==> src/rtl/pkt_out_arbiter.sv <==
// pkt_out_arbiter: merges N per-instance output streams into one output_fifo.
// Packets are forwarded atomically. Grants rotate round-robin and start after
// the channel that was served last. A word-count watchdog traps runaway
// packets into a sticky error state. idle tells the clock-gating logic that
// the merger has no work to do.
module pkt_out_arbiter #(
    parameter  int N_CHANNELS    = 4,
    parameter  int WIDTH         = 16,
    parameter  int MAX_PKT_WORDS = 1024,
    localparam int GW            = (N_CHANNELS > 1) ? $clog2(N_CHANNELS) : 1,
    localparam int CW            = $clog2(MAX_PKT_WORDS + 1)
) (
    input  logic                         CLK,
    input  logic                         RESET_N,
    input  logic [N_CHANNELS*WIDTH-1:0]  din,
    input  logic [N_CHANNELS-1:0]        din_last,
    input  logic [N_CHANNELS-1:0]        empty,
    output logic [N_CHANNELS-1:0]        rd_en,
    output logic [WIDTH-1:0]             dout,
    output logic                         wr_en,
    input  logic                         full,
    output logic [GW-1:0]                grant_chan,
    output logic                         idle,
    output logic                         error,
    output logic [GW-1:0]                err_chan
);

    typedef enum logic [1:0] {
        ST_SEARCH = 2'd0,
        ST_XFER   = 2'd1,
        ST_ERR    = 2'd2
    } state_t;

    state_t             state_r;
    state_t             state_nxt_s;
    logic [GW-1:0]      grant_r;
    logic [GW-1:0]      grant_nxt_s;
    logic [GW-1:0]      err_chan_r;
    logic [CW-1:0]      cnt_r;
    logic [WIDTH-1:0]   dout_r;
    logic               wr_en_r;
    logic               idle_r;
    logic               error_r;

    logic               found_s;
    logic [GW-1:0]      scan_sel_s;
    logic               rd_s;
    logic               err_hit_s;
    logic [WIDTH-1:0]   din_g_s;
    logic               last_g_s;
    logic               empty_g_s;
    logic               at_limit_s;

    // Source signals of the channel that currently holds the grant.
    always_comb begin
        din_g_s    = din[grant_r*WIDTH +: WIDTH];
        last_g_s   = din_last[grant_r];
        empty_g_s  = empty[grant_r];
        at_limit_s = (cnt_r == CW'(MAX_PKT_WORDS - 1));
    end

    // Round-robin scan: find the first non-empty channel after the last grant.
    always_comb begin
        logic [GW-1:0] idx_v;
        idx_v      = '0;
        found_s    = 1'b0;
        scan_sel_s = grant_r;
        for (int i = 1; i <= N_CHANNELS; i++) begin
            idx_v = GW'((int'(grant_r) + i) % N_CHANNELS);
            if (!found_s && !empty[idx_v]) begin
                found_s    = 1'b1;
                scan_sel_s = idx_v;
            end else begin
                found_s    = found_s;
            end
        end
    end

    // Next state, grant update and the read decision for the granted channel.
    always_comb begin
        state_nxt_s = state_r;
        grant_nxt_s = grant_r;
        rd_s        = 1'b0;
        err_hit_s   = 1'b0;
        case (state_r)
            ST_SEARCH: begin
                if (found_s) begin
                    grant_nxt_s = scan_sel_s;
                    state_nxt_s = ST_XFER;
                end else begin
                    state_nxt_s = ST_SEARCH;
                end
            end
            ST_XFER: begin
                rd_s = ~empty_g_s & ~full;
                if (rd_s && last_g_s) begin
                    state_nxt_s = ST_SEARCH;
                end else if (rd_s && at_limit_s) begin
                    state_nxt_s = ST_ERR;
                    err_hit_s   = 1'b1;
                end else begin
                    state_nxt_s = ST_XFER;
                end
            end
            ST_ERR: begin
                state_nxt_s = ST_ERR;
            end
            default: begin
                state_nxt_s = ST_SEARCH;
            end
        endcase
    end

    // Read strobe goes only to the granted channel; it follows full combinationally.
    always_comb begin
        rd_en          = {N_CHANNELS{1'b0}};
        rd_en[grant_r] = rd_s;
    end

    // FSM state and grant registers; grant_chan starts on the last channel so
    // the first scan after reset begins at channel 0.
    always_ff @(posedge CLK or negedge RESET_N) begin
        if (!RESET_N) begin
            state_r <= ST_SEARCH;
            grant_r <= GW'(N_CHANNELS - 1);
        end else begin
            state_r <= state_nxt_s;
            grant_r <= grant_nxt_s;
        end
    end

    // Output word register, packet length counter, sticky error and idle flag.
    always_ff @(posedge CLK or negedge RESET_N) begin
        if (!RESET_N) begin
            dout_r     <= {WIDTH{1'b0}};
            wr_en_r    <= 1'b0;
            cnt_r      <= {CW{1'b0}};
            error_r    <= 1'b0;
            err_chan_r <= {GW{1'b0}};
            idle_r     <= 1'b1;
        end else begin
            if (rd_s) begin
                dout_r  <= din_g_s;
                wr_en_r <= 1'b1;
                cnt_r   <= last_g_s ? {CW{1'b0}} : (cnt_r + CW'(1));
            end else begin
                wr_en_r <= 1'b0;
            end
            if (err_hit_s) begin
                error_r    <= 1'b1;
                err_chan_r <= grant_r;
            end else begin
                error_r    <= error_r;
            end
            // ERR never satisfies the SEARCH term, which keeps idle low there.
            idle_r <= (state_r == ST_SEARCH) && (&empty) && !wr_en_r;
        end
    end

    assign dout       = dout_r;
    assign wr_en      = wr_en_r;
    assign grant_chan = grant_r;
    assign idle       = idle_r;
    assign error      = error_r;
    assign err_chan   = err_chan_r;

endmodule

==> config.mk <==
export PLATFORM = sky130hd
export DESIGN_NAME = pkt_out_arbiter
export DESIGN_NICKNAME = d
export VERILOG_FILES = /design/src/rtl/pkt_out_arbiter.sv
export SDC_FILE = /design/constraint.sdc
export NUM_CORES = 1
export LEC_CHECK = 0
export CORE_ASPECT_RATIO = 0.5
export CORE_MARGIN = 2
export CORE_UTILIZATION = 42
export DETAILED_ROUTE_END_ITERATION = 10
export PLACE_DENSITY_LB_ADDON = 0.15
export SYNTH_ARGS = -nofsm -noshare
export SYNTH_HDL_FRONTEND = slang
export SYNTH_SLANG_ARGS = --single-unit
export TNS_END_PERCENT = 10
==> constraint.sdc <==
create_clock -name CLK -period 3.5 [get_ports CLK]
set_clock_uncertainty 0.1 [all_clocks]
set_input_delay 0.7 -clock CLK [delete_from_list [all_inputs] [get_ports CLK]]
set_output_delay 0.7 -clock CLK [all_outputs]
set_load 0.005 [all_outputs]
==> metrics.cfg <==
[sta]
worst_slew_pin_slew_ps = 787
slew_viol_final = 0
fin_tns_setup_ps = 0
finalSetupViolCount = 0
hold_viol = 0
max_freq_mhz = 293
period_share_pct = 97.6
rsz0062_at_grt = false
postLayoutSetupSlackWorst_ps = 82.9
period_minus_slack_ps = 3420
maxSlewHeadroom_pct = 47.5

[setup_path]
rr_endpoint = cnt_r[8]$_DFFE_PN0P_
timing.reg2reg.setup_slack_ps = 920
r2r-start = grant_chan[0]$_DFFE_PN1P_
path_max_fanout = 6
cp_data_arrival_time_ps = 2620
slowest_stage = clkdlybuf4s50_1
reg2regPathDepth = 4
crit_start = full
path_class = in -> out
max_stage_delay_ps = 520
cpMostUsedCell = clkdlybuf4s50_1
end_kind = primary output
path_delay_family = buffers and inverters
crit_required_ps = 2700
crit_chain = clkdlybuf4s50_1 -> or3b_2 -> or2_1 -> clkinv_4 -> and2_1 -> clkdlybuf4s50_1
startpoint_type = input pin
crit_end = rd_en[3]
path_buf_inv = 3
crit_cells = 6

[global_routing]
grtUsageTotal_pct = 21.0
grt_pass1_wl_um = 9850
grt_pass1_vias = 2133
grt_antenna_before_repair = 0
grt_max_degree = 37
grt-ovfl-total = 0

[routing]
drc = 0
first_pass_iters = 4
avgViaCountPerCell = 5.32
antenna_left = 0
dr.first_iter.drc_count = 48
wl_per_cell_um = 15.0
via_count = 2059
drt_wl_total_um = 5820

[synth]
synth.distinct_cells = 40
synth_seq_cells = 36
ys_warn_count = 0
synth_ff_type = dfrtp_1
netlist_area_um2 = 2280
synth_area_leaders = dfrtp_1, mux4_2, nand2_1, dfstp_2, o21ai_0
synth_top_area_share_pct = 36.2
avgSynthCellArea_um2 = 10.7
yosysSeqAreaShare_pct = 39.7
synth-edff-count = 0
synthCells = 213
ys_async_sr_fraction_pct = 100
yosysTopAreaCell = dfrtp_1
synth_fp_nets = 293

[die]
design.core.area_um2 = 5070
die_w_um = 108
die_area_um2 = 6070
ios = 102
start_util_pct = 45.0
die_h_um = 56.1
row_count = 18

[cts]
ctsResizeCount = 0
cts_sinks = 36
cts_tree = built
h-tree-depth = 2
cts-buffers-inserted = 5
clock_latency_ps = 280
clk_pin_slew_ps = 70
cts.path.max_buffers = 2
root_buffer = clkbuf_8
post_cts_buffers = 0
hold_buffers = 0

[flow_run]
cap_viol_max_count = 0

[placement]
gp_congestion = 0.763
pre_cts_ws_ps = 69.9
dp_hpwl_um = 4430
io_buffers = 101

[status]
run_status = finished clean

[power]
cellLeakagePower_nw = 1.52
vdd_ir_drop_max_uv = 157
powerDensity_nw_per_um2 = 273

[finish]
fillCellCount = 401
n_antenna_cell = 0
drive_gt1_share_pct = 16.1
mostFrequentLayoutCells = clkdlybuf4s50_1, nand2_1, dfrtp_1
area_delta_synth_final_pct = 52.2
layout_commonest_cell = clkdlybuf4s50_1
final_nets = 397

[worst_hold_path]
hold_path.class = reg -> reg

==> worst min path at each step <==
stage                     from                   end  cells past startpoint
3_3_place_gp   wr_en$_DFF_PN0_        idle$_DFF_PN1_                      1
2_1_floorplan          RESET_N  cnt_r[0]$_DFFE_PN0P_                      0
3_5_place_dp   wr_en$_DFF_PN0_        idle$_DFF_PN1_                      1
4_1_cts        wr_en$_DFF_PN0_        idle$_DFF_PN1_                      1
5_1_grt        wr_en$_DFF_PN0_        idle$_DFF_PN1_                      1
6_report       wr_en$_DFF_PN0_        idle$_DFF_PN1_                      1
==> registers in the layout (all words and copies together), names as in the netlist <==
name / count
cnt_r: 11
dout: 16
err_chan: 2
error: 1
grant_chan: 2
idle: 1
state_r: 2
wr_en: 1
==> cells in the mapped netlist (3+ instances only) <==
master and count:
a21oi_1 4, a31oi_1 3, and2_1 6, buf_2 6
clkbuf_1 6, dfrtp_1 33, dfstp_2 3, ha_1 5
inv_1 4, mux4_2 21, nand2_1 59, nand2b_1 6
nand3_1 3, nor2_1 5, nor4_1 4, o21ai_0 13
o31ai_1 3
==> report_power, final <==
group | switching [mW] | internal [mW] | total (mW)
clock network | 0.140 | 0.175 | 0.316
registers | 0.00534 | 0.419 | 0.424
logic | 0.0680 | 0.140 | 0.208
total | 0.214 | 0.734 | 0.948
==> layer usage <==
layer | global-route usage, % | routed length [um]
met4 | 6.23 | 73
met5 | 0 | 0
met3 | 6.44 | 443
met1 | 24.4 | 2350
met2 | 37.6 | 2940
==> stage by stage <==
stage / power (mW) / std cells / util (%) / area (um^2) / hold slack [ps]
global placement: 0.636 / 380 / 66.6 / 3370 / 314
global route: 0.996 / 387 / 68.5 / 3470 / 339
detailed placement: 0.642 / 380 / 66.6 / 3370 / 310
finish: 0.948 / 387 / 68.5 / 3470 / 314
floorplan: 0.527 / 213 / - / 2280 / 299
CTS: 0.959 / 387 / 68.5 / 3470 / 329
==> area by class of cell <==
class / instances / area (um^2) / area share, %
clock buffers: 7 / 96.3 / 2.78
well taps: 70 / 87.6 / 2.52
multi-input cells: 158 / 1280 / 36.8
repair buffers: 111 / 1080 / 31.1
inverters: 5 / 23.8 / 0.685
flip-flops and latches: 36 / 905 / 26.1
==> kinds of logic (layout without fill, tap and decap cells) <==
| kind of cell | after synthesis | count (layout) | synth area share (%) |
|---|---|---|---|
| simple gates | 95 | 95 | 20.4 |
| flops | 36 | 36 | 39.7 |
| compound gates | 31 | 31 | 9.05 |
| mux | 26 | 26 | 23.4 |
| buf+inv | 19 | 123 | 4.33 |
| fa+ha+maj | 5 | 5 | 2.74 |
| xor+xnor | 1 | 1 | 0.384 |
(Power assumes the default switching activity.)
